File: src/rtl/pixel_pkg.sv
// Shared definitions for the pixel frame loader: sync byte, FSM encodings
// and the per-pixel colour record.
package pixel_pkg;

   localparam logic [7:0] SYNC_BYTE = 8'hA5;

   // Byte-stream parser states
   typedef enum logic [1:0] {
      P_HUNT,
      P_COUNT,
      P_DATA,
      P_CHECK
   } parse_state_t;

   // Scan-out (serializer handshake) states
   typedef enum logic [1:0] {
      S_WAIT,
      S_REQ,
      S_ACK,
      S_NEXT
   } scan_state_t;

   typedef struct packed {
      logic [7:0] r;
      logic [7:0] g;
      logic [7:0] b;
   } rgb_t;

endpackage

File: src/rtl/pixel_bank_ram.sv
// Two banks of NUM_LEDS RGB pixels. One byte-lane write port, one registered
// read port. Contents clear on reset so a reset never displays stale pixels.
module pixel_bank_ram
   import pixel_pkg::*;
#(
   parameter int NUM_LEDS = 10,
   parameter int IDX_W    = 4
) (
   input  logic             CLK,
   input  logic             RST_N,
   input  logic             wr_en,
   input  logic             wr_bank,
   input  logic [IDX_W-1:0] wr_idx,
   input  logic [1:0]       wr_lane,
   input  logic [7:0]       wr_data,
   input  logic             rd_bank,
   input  logic [IDX_W-1:0] rd_idx,
   output rgb_t             rd_data
);

   rgb_t mem [2][NUM_LEDS];

   // Storage: cleared on reset, lane 0/1/2 selects R/G/B of the addressed pixel
   always_ff @(posedge CLK or negedge RST_N) begin
      if (!RST_N) begin
         for (int b = 0; b < 2; b++) begin
            for (int i = 0; i < NUM_LEDS; i++) begin
               mem[b][i] <= '0;
            end
         end
      end else if (wr_en) begin
         case (wr_lane)
            2'd0:    mem[wr_bank][wr_idx].r <= wr_data;
            2'd1:    mem[wr_bank][wr_idx].g <= wr_data;
            2'd2:    mem[wr_bank][wr_idx].b <= wr_data;
            default: ;
         endcase
      end
   end

   // Registered read of the selected bank/pixel
   always_ff @(posedge CLK or negedge RST_N) begin
      if (!RST_N) begin
         rd_data <= '0;
      end else begin
         rd_data <= mem[rd_bank][rd_idx];
      end
   end

endmodule

File: src/rtl/pixel_frame_loader.sv
// Packet parser, inter-byte timeout, double-buffer commit and periodic
// scan-out of the displayed bank over a valid/busy handshake.
module pixel_frame_loader
   import pixel_pkg::*;
#(
   parameter int NUM_LEDS       = 10,
   parameter int REFRESH_CYCLES = 2097152,
   parameter int TIMEOUT_CYCLES = 120000
) (
   input  logic       CLK,
   input  logic       RST_N,
   input  logic [7:0] i_rx_byte,
   input  logic       i_rx_valid,
   input  logic       i_busy,
   output logic       o_valid,
   output logic [7:0] o_red,
   output logic [7:0] o_green,
   output logic [7:0] o_blue,
   output logic       o_frame_done,
   output logic       o_commit,
   output logic       o_err
);

   localparam int IDX_W = (NUM_LEDS > 1) ? $clog2(NUM_LEDS) : 1;
   localparam int REF_W = $clog2(REFRESH_CYCLES + 1);
   localparam int TMO_W = $clog2(TIMEOUT_CYCLES + 1);
   localparam logic [IDX_W-1:0] LAST_IDX  = IDX_W'(NUM_LEDS - 1);
   localparam logic [REF_W-1:0] REF_LAST  = REF_W'(REFRESH_CYCLES - 1);
   localparam logic [TMO_W-1:0] TMO_LAST  = TMO_W'(TIMEOUT_CYCLES - 1);
   localparam logic [7:0]       MAX_COUNT = 8'(NUM_LEDS);

   // Parser state
   parse_state_t     p_state_reg, p_state_next;
   logic [7:0]       cnt_reg, cnt_next;
   logic [IDX_W-1:0] pix_reg, pix_next;
   logic [1:0]       lane_reg, lane_next;
   logic [7:0]       acc_reg, acc_next;
   logic [TMO_W-1:0] tmr_reg, tmr_next;
   logic             commit_reg, commit_next;
   logic             err_reg, err_next;
   logic             set_pend, clr_pend, wr_en;

   // Scan-out state
   scan_state_t      s_state_reg, s_state_next;
   logic [IDX_W-1:0] k_reg, k_next;
   logic [REF_W-1:0] refresh_reg, refresh_next;
   logic             valid_reg, valid_next;
   logic             done_reg, done_next;
   logic             disp_reg, disp_next;
   logic             pending_reg, pending_next;

   rgb_t             rd_data;

   pixel_bank_ram #(
      .NUM_LEDS (NUM_LEDS),
      .IDX_W    (IDX_W)
   ) u_bank (
      .CLK      (CLK),
      .RST_N    (RST_N),
      .wr_en    (wr_en),
      .wr_bank  (~disp_reg),
      .wr_idx   (pix_reg),
      .wr_lane  (lane_reg),
      .wr_data  (i_rx_byte),
      .rd_bank  (disp_reg),
      .rd_idx   (k_reg),
      .rd_data  (rd_data)
   );

   // Parser next-state: timeout has priority over everything except an
   // arriving byte, which always reloads the timer and is never dropped.
   always_comb begin
      p_state_next = p_state_reg;
      cnt_next     = cnt_reg;
      pix_next     = pix_reg;
      lane_next    = lane_reg;
      acc_next     = acc_reg;
      commit_next  = 1'b0;
      err_next     = 1'b0;
      set_pend     = 1'b0;
      clr_pend     = 1'b0;
      wr_en        = 1'b0;
      tmr_next     = (p_state_reg == P_HUNT || i_rx_valid) ? '0 : tmr_reg + 1'b1;
      if (p_state_reg != P_HUNT && !i_rx_valid && tmr_reg == TMO_LAST) begin
         err_next     = 1'b1;
         p_state_next = P_HUNT;
      end else if (i_rx_valid) begin
         case (p_state_reg)
            P_HUNT: begin
               if (i_rx_byte == SYNC_BYTE) p_state_next = P_COUNT;
            end
            P_COUNT: begin
               if (i_rx_byte == 8'd0 || i_rx_byte > MAX_COUNT) begin
                  err_next     = 1'b1;
                  p_state_next = P_HUNT;
               end else begin
                  cnt_next     = i_rx_byte;
                  acc_next     = i_rx_byte;
                  pix_next     = '0;
                  lane_next    = 2'd0;
                  clr_pend     = 1'b1;
                  p_state_next = P_DATA;
               end
            end
            P_DATA: begin
               wr_en    = 1'b1;
               acc_next = acc_reg ^ i_rx_byte;
               if (lane_reg == 2'd2) begin
                  lane_next = 2'd0;
                  if (8'(pix_reg) + 8'd1 == cnt_reg) p_state_next = P_CHECK;
                  else                                pix_next = pix_reg + 1'b1;
               end else begin
                  lane_next = lane_reg + 1'b1;
               end
            end
            P_CHECK: begin
               if (i_rx_byte == acc_reg) begin
                  commit_next = 1'b1;
                  set_pend    = 1'b1;
               end else begin
                  err_next    = 1'b1;
               end
               p_state_next = P_HUNT;
            end
            default: p_state_next = P_HUNT;
         endcase
      end
   end

   // Parser registers
   always_ff @(posedge CLK or negedge RST_N) begin
      if (!RST_N) begin
         p_state_reg <= P_HUNT;
         cnt_reg     <= '0;
         pix_reg     <= '0;
         lane_reg    <= '0;
         acc_reg     <= '0;
         tmr_reg     <= '0;
         commit_reg  <= 1'b0;
         err_reg     <= 1'b0;
      end else begin
         p_state_reg <= p_state_next;
         cnt_reg     <= cnt_next;
         pix_reg     <= pix_next;
         lane_reg    <= lane_next;
         acc_reg     <= acc_next;
         tmr_reg     <= tmr_next;
         commit_reg  <= commit_next;
         err_reg     <= err_next;
      end
   end

   // Scan-out next-state; a commit landing on the refresh expiry cycle is
   // folded in so it swaps immediately.
   always_comb begin
      s_state_next = s_state_reg;
      k_next       = k_reg;
      refresh_next = refresh_reg;
      valid_next   = valid_reg;
      done_next    = 1'b0;
      disp_next    = disp_reg;
      pending_next = (pending_reg | set_pend) & ~clr_pend;
      case (s_state_reg)
         S_WAIT: begin
            if (refresh_reg == REF_LAST) begin
               if (pending_reg | set_pend) begin
                  disp_next    = ~disp_reg;
                  pending_next = 1'b0;
               end
               k_next       = '0;
               refresh_next = '0;
               s_state_next = S_REQ;
            end else begin
               refresh_next = refresh_reg + 1'b1;
            end
         end
         S_REQ: begin
            if (!i_busy) begin
               valid_next   = 1'b1;
               s_state_next = S_ACK;
            end
         end
         S_ACK: begin
            // o_valid doubles as the "busy not yet seen" sub-state
            if (valid_reg) begin
               if (i_busy) valid_next = 1'b0;
            end else if (!i_busy) begin
               s_state_next = S_NEXT;
            end
         end
         S_NEXT: begin
            if (k_reg == LAST_IDX) begin
               done_next    = 1'b1;
               refresh_next = '0;
               s_state_next = S_WAIT;
            end else begin
               k_next       = k_reg + 1'b1;
               s_state_next = S_REQ;
            end
         end
         default: s_state_next = S_WAIT;
      endcase
   end

   // Scan-out, bank select and pending-frame registers
   always_ff @(posedge CLK or negedge RST_N) begin
      if (!RST_N) begin
         s_state_reg <= S_WAIT;
         k_reg       <= '0;
         refresh_reg <= '0;
         valid_reg   <= 1'b0;
         done_reg    <= 1'b0;
         disp_reg    <= 1'b0;
         pending_reg <= 1'b0;
      end else begin
         s_state_reg <= s_state_next;
         k_reg       <= k_next;
         refresh_reg <= refresh_next;
         valid_reg   <= valid_next;
         done_reg    <= done_next;
         disp_reg    <= disp_next;
         pending_reg <= pending_next;
      end
   end

   assign o_valid      = valid_reg;
   assign o_frame_done = done_reg;
   assign o_commit     = commit_reg;
   assign o_err        = err_reg;
   assign o_red        = rd_data.r;
   assign o_green      = rd_data.g;
   assign o_blue       = rd_data.b;

endmodule

File: config.mk
export PLATFORM = sky130hd
export DESIGN_NAME = pixel_frame_loader
export DESIGN_NICKNAME = d
export VERILOG_FILES = /design/src/rtl/pixel_pkg.sv /design/src/rtl/pixel_bank_ram.sv /design/src/rtl/pixel_frame_loader.sv
export SDC_FILE = /design/constraint.sdc
export NUM_CORES = 1
export LEC_CHECK = 0
export BUFFER_PORTS_ARGS = -buffer_cell sky130_fd_sc_hd__clkbuf_2
export CAP_MARGIN = 20
export CORE_UTILIZATION = 40
export DETAILED_ROUTE_END_ITERATION = 10
export HOLD_SLACK_MARGIN = 0.06
export PLACE_DENSITY = 0.57
export SLEW_MARGIN = 20
export SYNTH_ARGS = -nofsm -noshare
export SYNTH_HDL_FRONTEND = slang
export SYNTH_HIERARCHICAL = 1
export SYNTH_SLANG_ARGS = --single-unit
File: constraint.sdc
create_clock -name CLK -period 2.85 [get_ports CLK]
set_input_delay 0.1425 -clock CLK [delete_from_list [all_inputs] [get_ports CLK]]
set_output_delay 0.1425 -clock CLK [all_outputs]
set_load 0.02 [all_outputs]
==> reports/qor.csv <==
metric,value,unit
Hold WS,80.44,ps
CP Launch Point,p_state_reg[0],
row count,93,
RR Startpoint,p_state_reg[0],
Post-synth ARST share,100.0,%
Max Cap Viol,0,
n_diodes,0,
"flops & latches, synth",579,
met1 Track Usage GR,33.88,%
status,"complete, no violations",
share of cells above drive strength 1,19.65,%
Setup-failing EPs final,0,
Post-Syn Area per Cell,12.85,um^2
Clock Latency Late Sink,610,ps
Yosys cell types,80,
Routed WL,77800,um
CTS tree,built,
"Data arrival, critical path",3020,ps
vias,18585,
"EDFF count, synth",0,
Mapped Area,0.02644,mm^2
setup TNS,0,ps
I/O pins,40,
antenna violations before repair,0,
worst slew pin tran,928.9,ps
Cell Pwr Density,695.6,mW/mm^2
Worst EP required,3360,ps
Storage cell area,0.01450,mm^2
first-pass GRT wire length,121300,um
largest net degree at the start of global routing,97,
GRT Total Usage,23.63,%
Setup crit start kind,flop,
via density per instance,6.168,
setup bufs post-CTS,0,
peak supply drop,0.5910,mV
Setup crit end kind,flop,
clk sink count,579,
1st-iter DRT viols,1511,
met2 layer usage reported by global route,35.66,%
Avg WL per Cell,25.82,um
min Tclk post-route,2510,ps
Final Cycle Share,88.05,%
RSZ-0062 raised after global routing,no,
Hold Path Class,input port to async pin,
Final Hold Fails,0,
Post-Synthesis Cells,2057,
register area share after synthesis,54.80,%
R2R setup slack,340,ps
total CTS buffers,67,
DIE WIDTH,259.1,um
synthesized net count,2081,
GR Util met3,4.442,%
multi-input logic area,0.01114,mm^2
synthesis-to-finish area growth,14.18,%
total gr overflow,0,
Most Crowded Layer GR,met2,
"Reg clk slew, reported paths",60,ps
Final #Nets,2129,
TritonRoute pass-1 iters,5,
skew final,20.59,ps
DRC viols,0,
WS Path Type,flop to flop,
Slew Limit Fails,0,
max frequency,0.3985,GHz
# port buffers,39,
Tot Pwr,21.00,mW
GP Congestion,0.8199,
FF-to-FF path depth,8,
Die H,259.1,um
die area,0.06714,mm^2
Synth Flop Type,dfrtp_1,
Slew headroom,38.07,%
remaining antenna violation count after routing,0,
Max clock buf depth,3,
leakage,12.47,nW
Max H-tree Level,3,
Root Driver,clkbuf_16,
Core Region,0.06493,mm^2
fillers,5799,
number of global-route vias before repair,19190,
post-DP HPWL,49460,um
CP Max Fanout,20,
synth warn,6,
Starting Density,40.72,%
-- cells in the mapped netlist, types with 4 or more instances --
cell / count / area [um^2]
or3_1: 7 / 43.79
and2_1: 7 / 43.79
ha_1: 12 / 150.1
xor2_1: 12 / 105.1
nor2_2: 10 / 62.56
inv_1: 20 / 75.07
buf_4: 24 / 180.2
nand2_1: 93 / 349.1
a311oi_1: 4 / 35.03
nor4_1: 6 / 37.54
o211ai_1: 26 / 195.2
nand3b_1: 4 / 30.03
mux2i_1: 123 / 1231
nand2b_1: 9 / 56.30
buf_2: 33 / 165.2
nor2b_1: 13 / 81.33
or3b_2: 4 / 35.03
o21ai_0: 23 / 115.1
a31oi_1: 16 / 100.1
a21o_1: 22 / 165.2
nor3b_1: 5 / 37.54
clkbuf_1: 96 / 360.4
a22oi_1: 49 / 367.9
nand3_2: 6 / 60.06
nor3_1: 5 / 25.02
a22o_1: 161 / 1410
nand4_1: 10 / 62.56
nor2_1: 69 / 259.0
dfrtp_1: 579 / 14490
nand3_1: 47 / 235.2
and3_1: 8 / 50.05
nand2_2: 13 / 81.33
xnor2_1: 18 / 157.7
o21ai_2: 40 / 350.3
o2bb2ai_1: 320 / 2803
mux4_2: 72 / 1622
a21oi_1: 22 / 110.1
a41oi_1: 7 / 61.31
-- layer usage --
layer	part of all wire, %	vias to the layer above
li1	-	8111
met1	46	9759
met2	45	578
met3	5.9	137
met4	3.3	0
met5	0	-
-- worst min-delay path by stage --
| stage | start | to | slack [ps] | cells past startpoint |
|---|---|---|---|---|
| detailed placement | RST_N | refresh_reg[19] | 120 | 1 |
| CTS | RST_N | refresh_reg[17] | 70 | 2 |
| floorplan | RST_N | acc_reg[0] | -150 | 0 |
| global route | RST_N | refresh_reg[17] | 120 | 2 |
| finish | RST_N | refresh_reg[17] | 80 | 2 |
| global placement | RST_N | refresh_reg[17] | 110 | 1 |
-- critical path, stage by stage (launching register included) --
cell	delay (ps)
dfrtp_1	380
nor2b_1	240
nand2_1	180
inv_1	130
nor3b_1	410
nand2_1	110
buf_4	260
o21ai_2	520
o2bb2ai_1	180
-- where the power goes --
group	internal [mW]	total [mW]	switching [mW]
Clock	5.55	9.03	3.47
Combinational	1.08	3.29	2.21
Sequential	8.42	8.68	0.264
Total	15.0	21.0	5.95
-- per-stage QoR --
| step | std cells | utilization [%] | setup slack, ps | instance area (um^2) |
|---|---|---|---|---|
| finish | 3013 | 46.50 | 340.5 | 30190 |
| detailed placement | 2885 | 42.80 | 391.9 | 27790 |
| floorplan | 2057 | - | 562.8 | 26440 |
| global route | 3013 | 46.50 | 158.7 | 30190 |
| CTS | 3013 | 46.50 | 358.6 | 30190 |
| global placement | 2885 | 42.80 | 389.3 | 27790 |
-- cell usage in the layout (no fill, tap or decap), types with 9 or more instances in the layout --
master / netlist / routed
a21o_1: 22 / 22
a21oi_1: 22 / 22
a22o_1: 161 / 161
a22oi_1: 49 / 49
a31oi_1: 16 / 16
buf_4: 24 / 86
clkbuf_1: 96 / 9
clkbuf_16: 0 / 71
clkbuf_2: 1 / 38
clkbuf_8: 1 / 18
clkinv_2: 0 / 15
dfrtp_1: 579 / 576
ha_1: 12 / 12
inv_1: 20 / 20
mux2i_1: 123 / 123
mux4_2: 72 / 72
nand2_1: 93 / 93
nand2_2: 13 / 13
nand2b_1: 9 / 9
nand3_1: 47 / 47
nand4_1: 10 / 10
nor2_1: 69 / 66
nor2_2: 10 / 13
nor2b_1: 13 / 11
o211ai_1: 26 / 26
o21ai_0: 23 / 22
o21ai_2: 40 / 40
o2bb2ai_1: 320 / 320
xnor2_1: 18 / 18
xor2_1: 12 / 12
-- repair_timing --
item                                   4_1_cts  5_1_grt
hold buffers                                 6        0
gates resized for setup                      0        0
endpoints found under the hold margin      452        0
-- area by class of cell --
type | count | share of cell area (%)
clock inverter | 24 | 0.9325
tap | 855 | 3.543
inverter | 20 | 0.2487
sequential | 579 | 48.02
multi-input combinational | 1298 | 36.89
timing repair buffer | 139 | 3.548
clock buffer | 98 | 6.818
-- cells by family after synthesis --
kind of cell / share of synthesized area [%]
compound gates: 22.55
flops: 54.80
simple gates: 7.065
mux: 10.87
buf+inv: 3.151
xor+xnor: 0.9937
fa+ha+maj: 0.5678
Power figures use the tool's default switching activity.
